==> config.mk <==
export PLATFORM = sky130hd
export DESIGN_NAME = tmr_time_voter
export DESIGN_NICKNAME = d
export VERILOG_FILES = /design/src/rtl/tmr_time_voter.sv
export SDC_FILE = /design/constraint.sdc
export NUM_CORES = 1
export LEC_CHECK = 0
export CAP_MARGIN = 15
export CORE_MARGIN = 10
export CORE_UTILIZATION = 30
export DETAILED_ROUTE_END_ITERATION = 7
export HOLD_SLACK_MARGIN = 0.12
export PLACE_DENSITY_LB_ADDON = 0.3
export REMOVE_ABC_BUFFERS = 1
export SLEW_MARGIN = 10
export SYNTH_ARGS = -nofsm -noshare
export SYNTH_HDL_FRONTEND = slang
export SYNTH_SLANG_ARGS = --single-unit
==> constraint.sdc <==
create_clock -name clk -period 2.73 [get_ports clk]
set_input_delay 0.4095 -clock clk [delete_from_list [all_inputs] [get_ports clk]]
set_output_delay 0.4095 -clock clk [all_outputs]
set_load 0.005 [all_outputs]
==> src/rtl/tmr_time_voter.sv <==
// rtl/tmr_time_voter.sv - TMR majority voter for MTIME/EXT_RESETN with fault tracking
module tmr_time_voter #(
    parameter int WIDTH   = 64,
    parameter int PERSIST = 4,
    parameter int CNT_W   = 16
) (
    input  logic             clk,
    input  logic             rst_n,
    input  logic [WIDTH-1:0] time_a,
    input  logic [WIDTH-1:0] time_b,
    input  logic [WIDTH-1:0] time_c,
    input  logic             resetn_a,
    input  logic             resetn_b,
    input  logic             resetn_c,
    input  logic             fault_clear,
    output logic [WIDTH-1:0] voted_time_count,
    output logic             voted_resetn,
    output logic             disagreement,
    output logic [2:0]       fault_flags,
    output logic             multi_fault,
    output logic [CNT_W-1:0] err_count
);

    localparam logic [7:0]       PERSIST_C = 8'(PERSIST);
    localparam logic [CNT_W-1:0] ERR_MAX   = {CNT_W{1'b1}};

    logic [WIDTH:0]       vec_a, vec_b, vec_c, vec_maj;
    logic [2:0]           mis;
    logic                 any_mis;
    logic                 multi_d;
    logic [2:0][7:0]      pc_d, pc_q;
    logic [2:0]           flags_d, flags_q;
    logic [CNT_W-1:0]     err_d, err_q;
    logic [WIDTH-1:0]     time_d, time_q;
    logic                 rstn_d, rstn_q;
    logic                 dis_d, dis_q;
    logic                 multi_q;

    // resetn rides as the LSB so mismatch and pair checks cover the full vector
    assign vec_a   = {time_a, resetn_a};
    assign vec_b   = {time_b, resetn_b};
    assign vec_c   = {time_c, resetn_c};
    assign vec_maj = (vec_a & vec_b) | (vec_a & vec_c) | (vec_b & vec_c);

    always_comb begin
        time_d  = vec_maj[WIDTH:1];
        rstn_d  = vec_maj[0];
        mis[0]  = (vec_a != vec_maj);
        mis[1]  = (vec_b != vec_maj);
        mis[2]  = (vec_c != vec_maj);
        any_mis = |mis;
        dis_d   = any_mis;
        multi_d = (vec_a != vec_b) && (vec_a != vec_c) && (vec_b != vec_c);
    end

    always_comb begin
        pc_d    = pc_q;
        flags_d = flags_q;
        err_d   = err_q;
        if (fault_clear) begin
            pc_d    = '0;
            flags_d = '0;
            err_d   = '0;
        end else begin
            for (int i = 0; i < 3; i++) begin
                if (!mis[i]) begin
                    pc_d[i] = 8'd0;
                end else if (pc_q[i] < PERSIST_C) begin
                    pc_d[i] = pc_q[i] + 8'd1;
                end
                if (mis[i] && (pc_d[i] == PERSIST_C)) begin
                    flags_d[i] = 1'b1;
                end
            end
            if (any_mis && (err_q != ERR_MAX)) begin
                err_d = err_q + 1'b1;
            end
        end
    end

    always_ff @(posedge clk or negedge rst_n) begin
        if (!rst_n) begin
            time_q  <= '0;
            rstn_q  <= 1'b0;
            dis_q   <= 1'b0;
            multi_q <= 1'b0;
            pc_q    <= '0;
            flags_q <= '0;
            err_q   <= '0;
        end else begin
            time_q  <= time_d;
            rstn_q  <= rstn_d;
            dis_q   <= dis_d;
            multi_q <= multi_d;
            pc_q    <= pc_d;
            flags_q <= flags_d;
            err_q   <= err_d;
        end
    end

    assign voted_time_count = time_q;
    assign voted_resetn     = rstn_q;
    assign disagreement     = dis_q;
    assign multi_fault      = multi_q;
    assign fault_flags      = flags_q;
    assign err_count        = err_q;

endmodule

==> flow_summary.yaml, run 1 <==
outcome:
  status: "finished clean"
worst_setup_path:
  rr_endpoint: "err_count[4]"
  cp.arrival_ns: 3.00
  r2r_start: "err_count[0]"
  critPathLaunchType: "primary input"
  cp-startpoint: "time_c[0]"
  reg2reg_setup_slack_ns: 0.51
  cp-endpoint: "err_count[4]"
  cp.required_ns: 3.00
  crit_type: "primary input to flop"
  slowest_stage: "mux2_2"
  end_kind: "flop"
  slowest_delay_ns: 0.39
  cp_max_fo: 6
  worstPathCellList: "dlygate4sd2_1 > ha_4 > o31a_1 > o22ai_2 > buf_4 > nor4_4 > nand4_1 > nor4_2 > and3_4 > clkbuf_16 > nor4b_1 > mux2_2"
  ff2ff_path_depth: 6
global_routing:
  grt_max_degree: 52
  antenna_found_initial: 33
  grt-ovfl-total: 0
  grt_usage_pct: 21.45
  grt_pass1_wl_um: 66410
  first_global_vias: 11140
logic_synthesis:
  ys_warn_count: 0
  ys_ff_latch: 110
  netlist-cell-type-count: 42
  yosysSeqAreaShare_pct: 27.32
  netlist_area_um2: 10070
  ys.flop_type: "dfrtp_1"
  syn_area_per_cell_um2: 10.25
  synthArstFlopShare_pct: 100.0
  syn_inst: 983
  synth_edf_count: 0
sta:
  min_period_over_period_pct: 99.98
  drv_slew: 0
  setup_viol: 0
  relSlewSlack_pct: 44.48
  holdWs_ns: 0.4947
  worst_slew_pin_slew_ns: 0.8303
  hold_viol: 0
  fin_ws_ns: 0.0004377
  min_period_ns: 2.730
  fmax_ghz: 0.3664
  finalClockSkew_ns: 0.008744
finish:
  post-route-util_pct: 57.50
  final_cell_mix: "buf_4 (409), dfrtp_1 (110), ha_2 (100)"
  final_common_cell: "buf_4"
  nNetsFinal: 2090
  finish.instance_area_um2: 19180
  syn_to_final_growth_pct: 90.42
  drive_above_1_share_pct: 52.18
clock_network:
  htreeDepth: 3
  clk_latency_ns: 0.38
  clk_path_buf_depth: 2
  cts_made_buffers: 9
  cts_tree: "done"
  clk_pin_slew_ns: 0.08
  clockRootBuffer: "clkbuf_16"
  clock_sinks: 110
die:
  core_um2: 33360
  initial_utilization_pct: 30.20
  pin_count: 284
  dieArea_um2: 41310
  fp.dieW_um: 203.3
  die_y_um: 203.3
  fp-row-count: 67
route:
  vias_per_cell: 5.095
  wl_per_cell_um: 22.40
  antenna_left: 0
  vias: 11030
  drtIter0Drc: 525
  drcViolationCount: 0
  drt_first_pass_iters: 5
  routed_wl_um: 48510
power_and_ir_drop:
  vdd_drop_max_uv: 308.4
  p_per_area_nw_per_um2: 330.3
  cellLeakagePower_nw: 8.832
place:
  pre_cts_slack_ns: -0.9278
  portBuffers: 283
  post-dp-hpwl_um: 38770
  gp_congestion: 0.9755
  place_area_um2: 16110
worst_hold_path:
  hold_class: "flop to flop"
job:
  maxCapViolations: 0
## final cells by class
class,instances,area (um^2)
fillers,2819,14180
multi-input cells,791,9235
inverters,72,270.3
repair buffers,709,6010
clock inverters,4,52.55
clock buffers,12,256.5
diodes,19,47.55
well taps,448,560.5
flip-flops and latches,110,2753
## worst min-delay path by stage
stage	start	to	cells after the start
3_5_place_dp	rst_n	err_count[15]	1
6_report	pc_q[12]	pc_q[12]	2
2_1_floorplan	rst_n	disagreement	0
3_3_place_gp	rst_n	disagreement	1
4_1_cts	pc_q[23]	pc_q[23]	2
5_1_grt	time_a[54]	voted_time_count[54]	3
## stage by stage
step | total power [W] | setup TNS [ns] | std cells
after floorplan | 0.002776 | -1.759 | 973
after global placement | 0.004282 | -27.60 | 2063
after detailed placement | 0.004319 | -29.08 | 2063
after CTS | 0.005991 | -2.047 | 2117
after global routing | 0.006617 | -1.027 | 2157
final | 0.006337 | 0 | 2165
## critical path: cells and delay by family
family	cells	cell delay, ns
multiplexers	1	0.39
adder cells (fa/ha/maj)	1	0.21
AO/OA/AOI/OAI	2	0.57
buffers and inverters	3	0.63
AND/OR/NAND/NOR	5	0.78
## where the power goes
| part | total, W | switching, W | internal (W) |
|---|---|---|---|
| Sequential | 0.00181 | 0.0000658 | 0.00174 |
| Combinational | 0.00305 | 0.00141 | 0.00164 |
| Clock | 0.00148 | 0.000707 | 0.000770 |
| Total | 0.00634 | 0.00219 | 0.00415 |
## sequential cells by signal (all words and copies together) (netlist names)
signal            cells
fault_flags           3
voted_resetn          1
disagreement          1
err_count            16
pc_q                 24
voted_time_count     64
multi_fault           1
## per-layer routing
metal | part of all wire, % | track usage [%] | vias to the layer above
met5 | 0.27 | 0 | -
met4 | 4.6 | 9.512 | 24
met3 | 7.4 | 6.378 | 116
met2 | 49 | 36.71 | 390
met1 | 39 | 24.26 | 5357
li1 | - | - | 5143
## cell usage after synthesis, types with 9 or more instances
library cell	number	area (um^2)
nor3_1	17	85.08
o22ai_1	18	112.6
o31a_1	36	315.3
nand2_1	16	60.06
xor2_1	10	87.58
a21oi_1	10	50.05
nor3_2	29	290.3
or3_1	10	62.56
nor4_1	126	788.3
xnor2_1	152	1331
ha_1	199	2490
nor3_4	25	406.6
nand4_1	25	156.4
dfrtp_1	110	2753
inv_1	71	266.5
nor2_1	47	176.4
nand3_1	9	45.04
## repair_timing
action,CTS,global route
gates resized for setup,256,499
setup buffers,37,31
hold buffers,1,0
gates cloned,0,1
pin swaps,48,146
endpoints found under the setup margin,36,44
hold endpoints to repair,33,0
## kinds of logic after synthesis
kind of cell	count (synthesis)	synth area share, %
adder cells (fa/ha/maj)	199	24.71
XOR/XNOR	162	14.08
buffers and inverters	82	3.428
AO/OA/AOI/OAI	86	6.259
multiplexers	5	0.6706
AND/OR/NAND/NOR	339	23.52
flip-flops	110	27.32
Power figures use the tool's default switching activity.
==> inputs of run 2 (changes only) <==
==> constraint.sdc (replaced) <==
create_clock -name clk -period 2.73 [get_ports clk]
set_input_delay 0.273 -clock clk [delete_from_list [all_inputs] [get_ports clk]]
set_output_delay 0.273 -clock clk [all_outputs]
set_load 0.005 [all_outputs]
==> run 2 against run 1 <==
Clock skew shrank 0.0044 ns. Setup slack gained 0.010 ns. Global-route usage shrank 0.74 points. Clock power shrank 5%. Non-clock buffer count shrank 26. Sequential share of layout area grew 0.24 points. Routed wire length shrank 3.5%. Design area shrank 1.6%. First-iteration DRC count shrank 3.2%. Sequential power is essentially flat. Total power shrank 3.7%.
==> flow_summary.yaml, run 2 (same netlist as run 1, synthesis figures left out) <==
power_and_ir_drop:
  p_per_area_nw_per_um2: 323.5
  netSwitchingFraction_pct: 35.15
  p_switching_w: 0.002145
  clkPwrFrac_pct: 22.9
  cellLeakagePower_nw: 9.167
  p_int_w: 0.003958
  sequentialPowerShare_pct: 29.6
  vdd_drop_max_uv: 353.2
  combinationalPowerShare_pct: 47.6
worst_setup_path:
  r2r_start: "err_count[3]"
  ff2ff_path_depth: 8
  cp.required_ns: 3.01
  reg2reg_setup_slack_ns: 0.50
  cp.arrival_ns: 3.00
  end_kind: "flop"
  critPathLaunchType: "primary input"
  rr_endpoint: "err_count[7]"
  cp_max_fo: 6
  crit_type: "primary input to flop"
sta:
  hold_viol: 0
  drv_slew: 0
  setup_viol: 0
  min_period_over_period_pct: 99.61
  finalClockSkew_ns: 0.004370
  holdWs_ns: 0.3393
  finalSetupTns_ns: 0
  worst_slew_pin_slew_ns: 0.8354
  fmax_ghz: 0.3677
  min_period_ns: 2.719
  relSlewSlack_pct: 44.14
route:
  routed_wl_um: 46830
  vias_per_cell: 5.003
  drt_first_pass_iters: 5
  wl_per_cell_um: 21.91
  vias: 10690
  drcViolationCount: 0
  drtIter0Drc: 508
  antenna_left: 0
clock_network:
  htreeDepth: 3
  clock_sinks: 110
  clockRootBuffer: "clkbuf_16"
  cts_made_buffers: 9
  cts_tree: "done"
  clk_pin_slew_ns: 0.10
  clk_latency_ns: 0.38
  clk_path_buf_depth: 2
place:
  post-dp-hpwl_um: 38440
  place_inst: 2057
  gp_congestion: 0.9769
  portBuffers: 283
die:
  fp.dieW_um: 203.3
  initial_utilization_pct: 30.20
  core_um2: 33360
  fp-row-count: 67
  pin_count: 284
  die_y_um: 203.3
  dieArea_um2: 41310
finish:
  nNetsFinal: 2064
  fillCellCount: 2866
  syn_to_final_growth_pct: 87.28
  layout.cells.non_filler: 2137
  final_cell_mix: "buf_4 (392), dlymetal6s2s_1 (168), xnor2_1 (117)"
  largest_register_ffs: 64
  drive_above_1_share_pct: 44.92
  final_common_cell: "buf_4"
global_routing:
  first_global_vias: 10830
  antenna_found_initial: 32
  grt_max_degree: 50
  grt_pass1_wl_um: 64030
  grt-ovfl-total: 0
  grt_usage_pct: 20.70
worst_hold_path:
  min_delay_worst_endpoint: "voted_time_count[54]"
  min_from: "time_a[54]"
  hold_class: "primary input to flop"
  hold-path-cell-count: 3
outcome:
  status: "finished clean"
job:
  maxCapViolations: 0
## run 2: cell types whose count changed in the layout (fill, tap and decap cells not counted), sizes merged
| cell | delta |
|---|---|
| buf | -28 |
| bufinv | -1 |
| clkbuf | -67 |
| clkdlybuf4s15 | -9 |
| clkdlybuf4s50 | +15 |
| clkinv | +2 |
| clkinvlp | +1 |
| diode | -2 |
| dlygate4sd2 | -9 |
| dlymetal6s2s | +69 |
| inv | +1 |
## run 2: stage by stage
stage,worst slack (ns),total power (W),utilization (%),instance area [um^2]
after detailed placement,-0.8244,0.004309,48.15,16070
after global placement,-0.7611,0.004275,48.15,16070
after floorplan,-0.09936,0.002776,-,10000
after global routing,-0.06813,0.006407,56.48,18850
after CTS,-0.09043,0.005805,50.17,16740
final,0.01054,0.006104,56.55,18870
## run 2: worst max-delay path by stage
stage	start	end	slack, ns
floorplan	time_a[23]	err_count[8]	-0.1
global placement	time_a[48]	err_count[8]	-0.76
detailed placement	time_a[55]	err_count[8]	-0.82
CTS	time_c[54]	err_count[8]	-0.09
global route	time_a[25]	err_count[14]	-0.07
finish	time_a[25]	err_count[8]	0.01
## run 2: repair_timing
item	4_1_cts	5_1_grt
gates cloned	0	1
endpoints found under the hold margin	43	0
resized for setup	70	438
pin swaps	13	110
setup endpoints to repair	34	44
hold buffers	1	0
buffers inserted	10	36
## run 2: worst max-delay path, cell delays in order
cell,delay (ns)
dlygate4sd2_1,0.27
ha_2,0.20
buf_4,0.15
nor4_4,0.29
o22ai_2,0.11
buf_4,0.16
nor4_2,0.22
nand4_1,0.24
nor4_4,0.31
and3_4,0.28
buf_12,0.13
nor4_2,0.05
mux2_4,0.31
## run 2: metal layers
| metal | track usage [%] | share of wire (%) | vias to the layer above |
|---|---|---|---|
| met5 | 0 | 0.33 | - |
| met4 | 6.795 | 3.2 | 26 |
| met3 | 6.568 | 7.4 | 94 |
| met2 | 35.88 | 50 | 344 |
| met1 | 23.67 | 39 | 5135 |
| li1 | - | - | 5093 |
## run 2: cell type report
class / instances / area (um^2) / share of cell area, %
multi-input cells: 791 / 8653 / 45.86
repair buffers: 683 / 6295 / 33.36
flip-flops and latches: 110 / 2753 / 14.59
well taps: 448 / 560.5 / 2.971
inverters: 72 / 270.3 / 1.432
clock buffers: 9 / 225.2 / 1.194
clock inverters: 7 / 68.82 / 0.3647
diodes: 17 / 42.54 / 0.2255
## run 2: power by group through the flow
stage	Clock (W)	Sequential, W	Combinational (W)
floorplan	0	0.00183	0.000945
global placement	0	0.00183	0.00244
detailed placement	0	0.00183	0.00247
CTS	0.00144	0.00180	0.00256
global route	0.00148	0.00182	0.00311
finish	0.00140	0.00180	0.00290
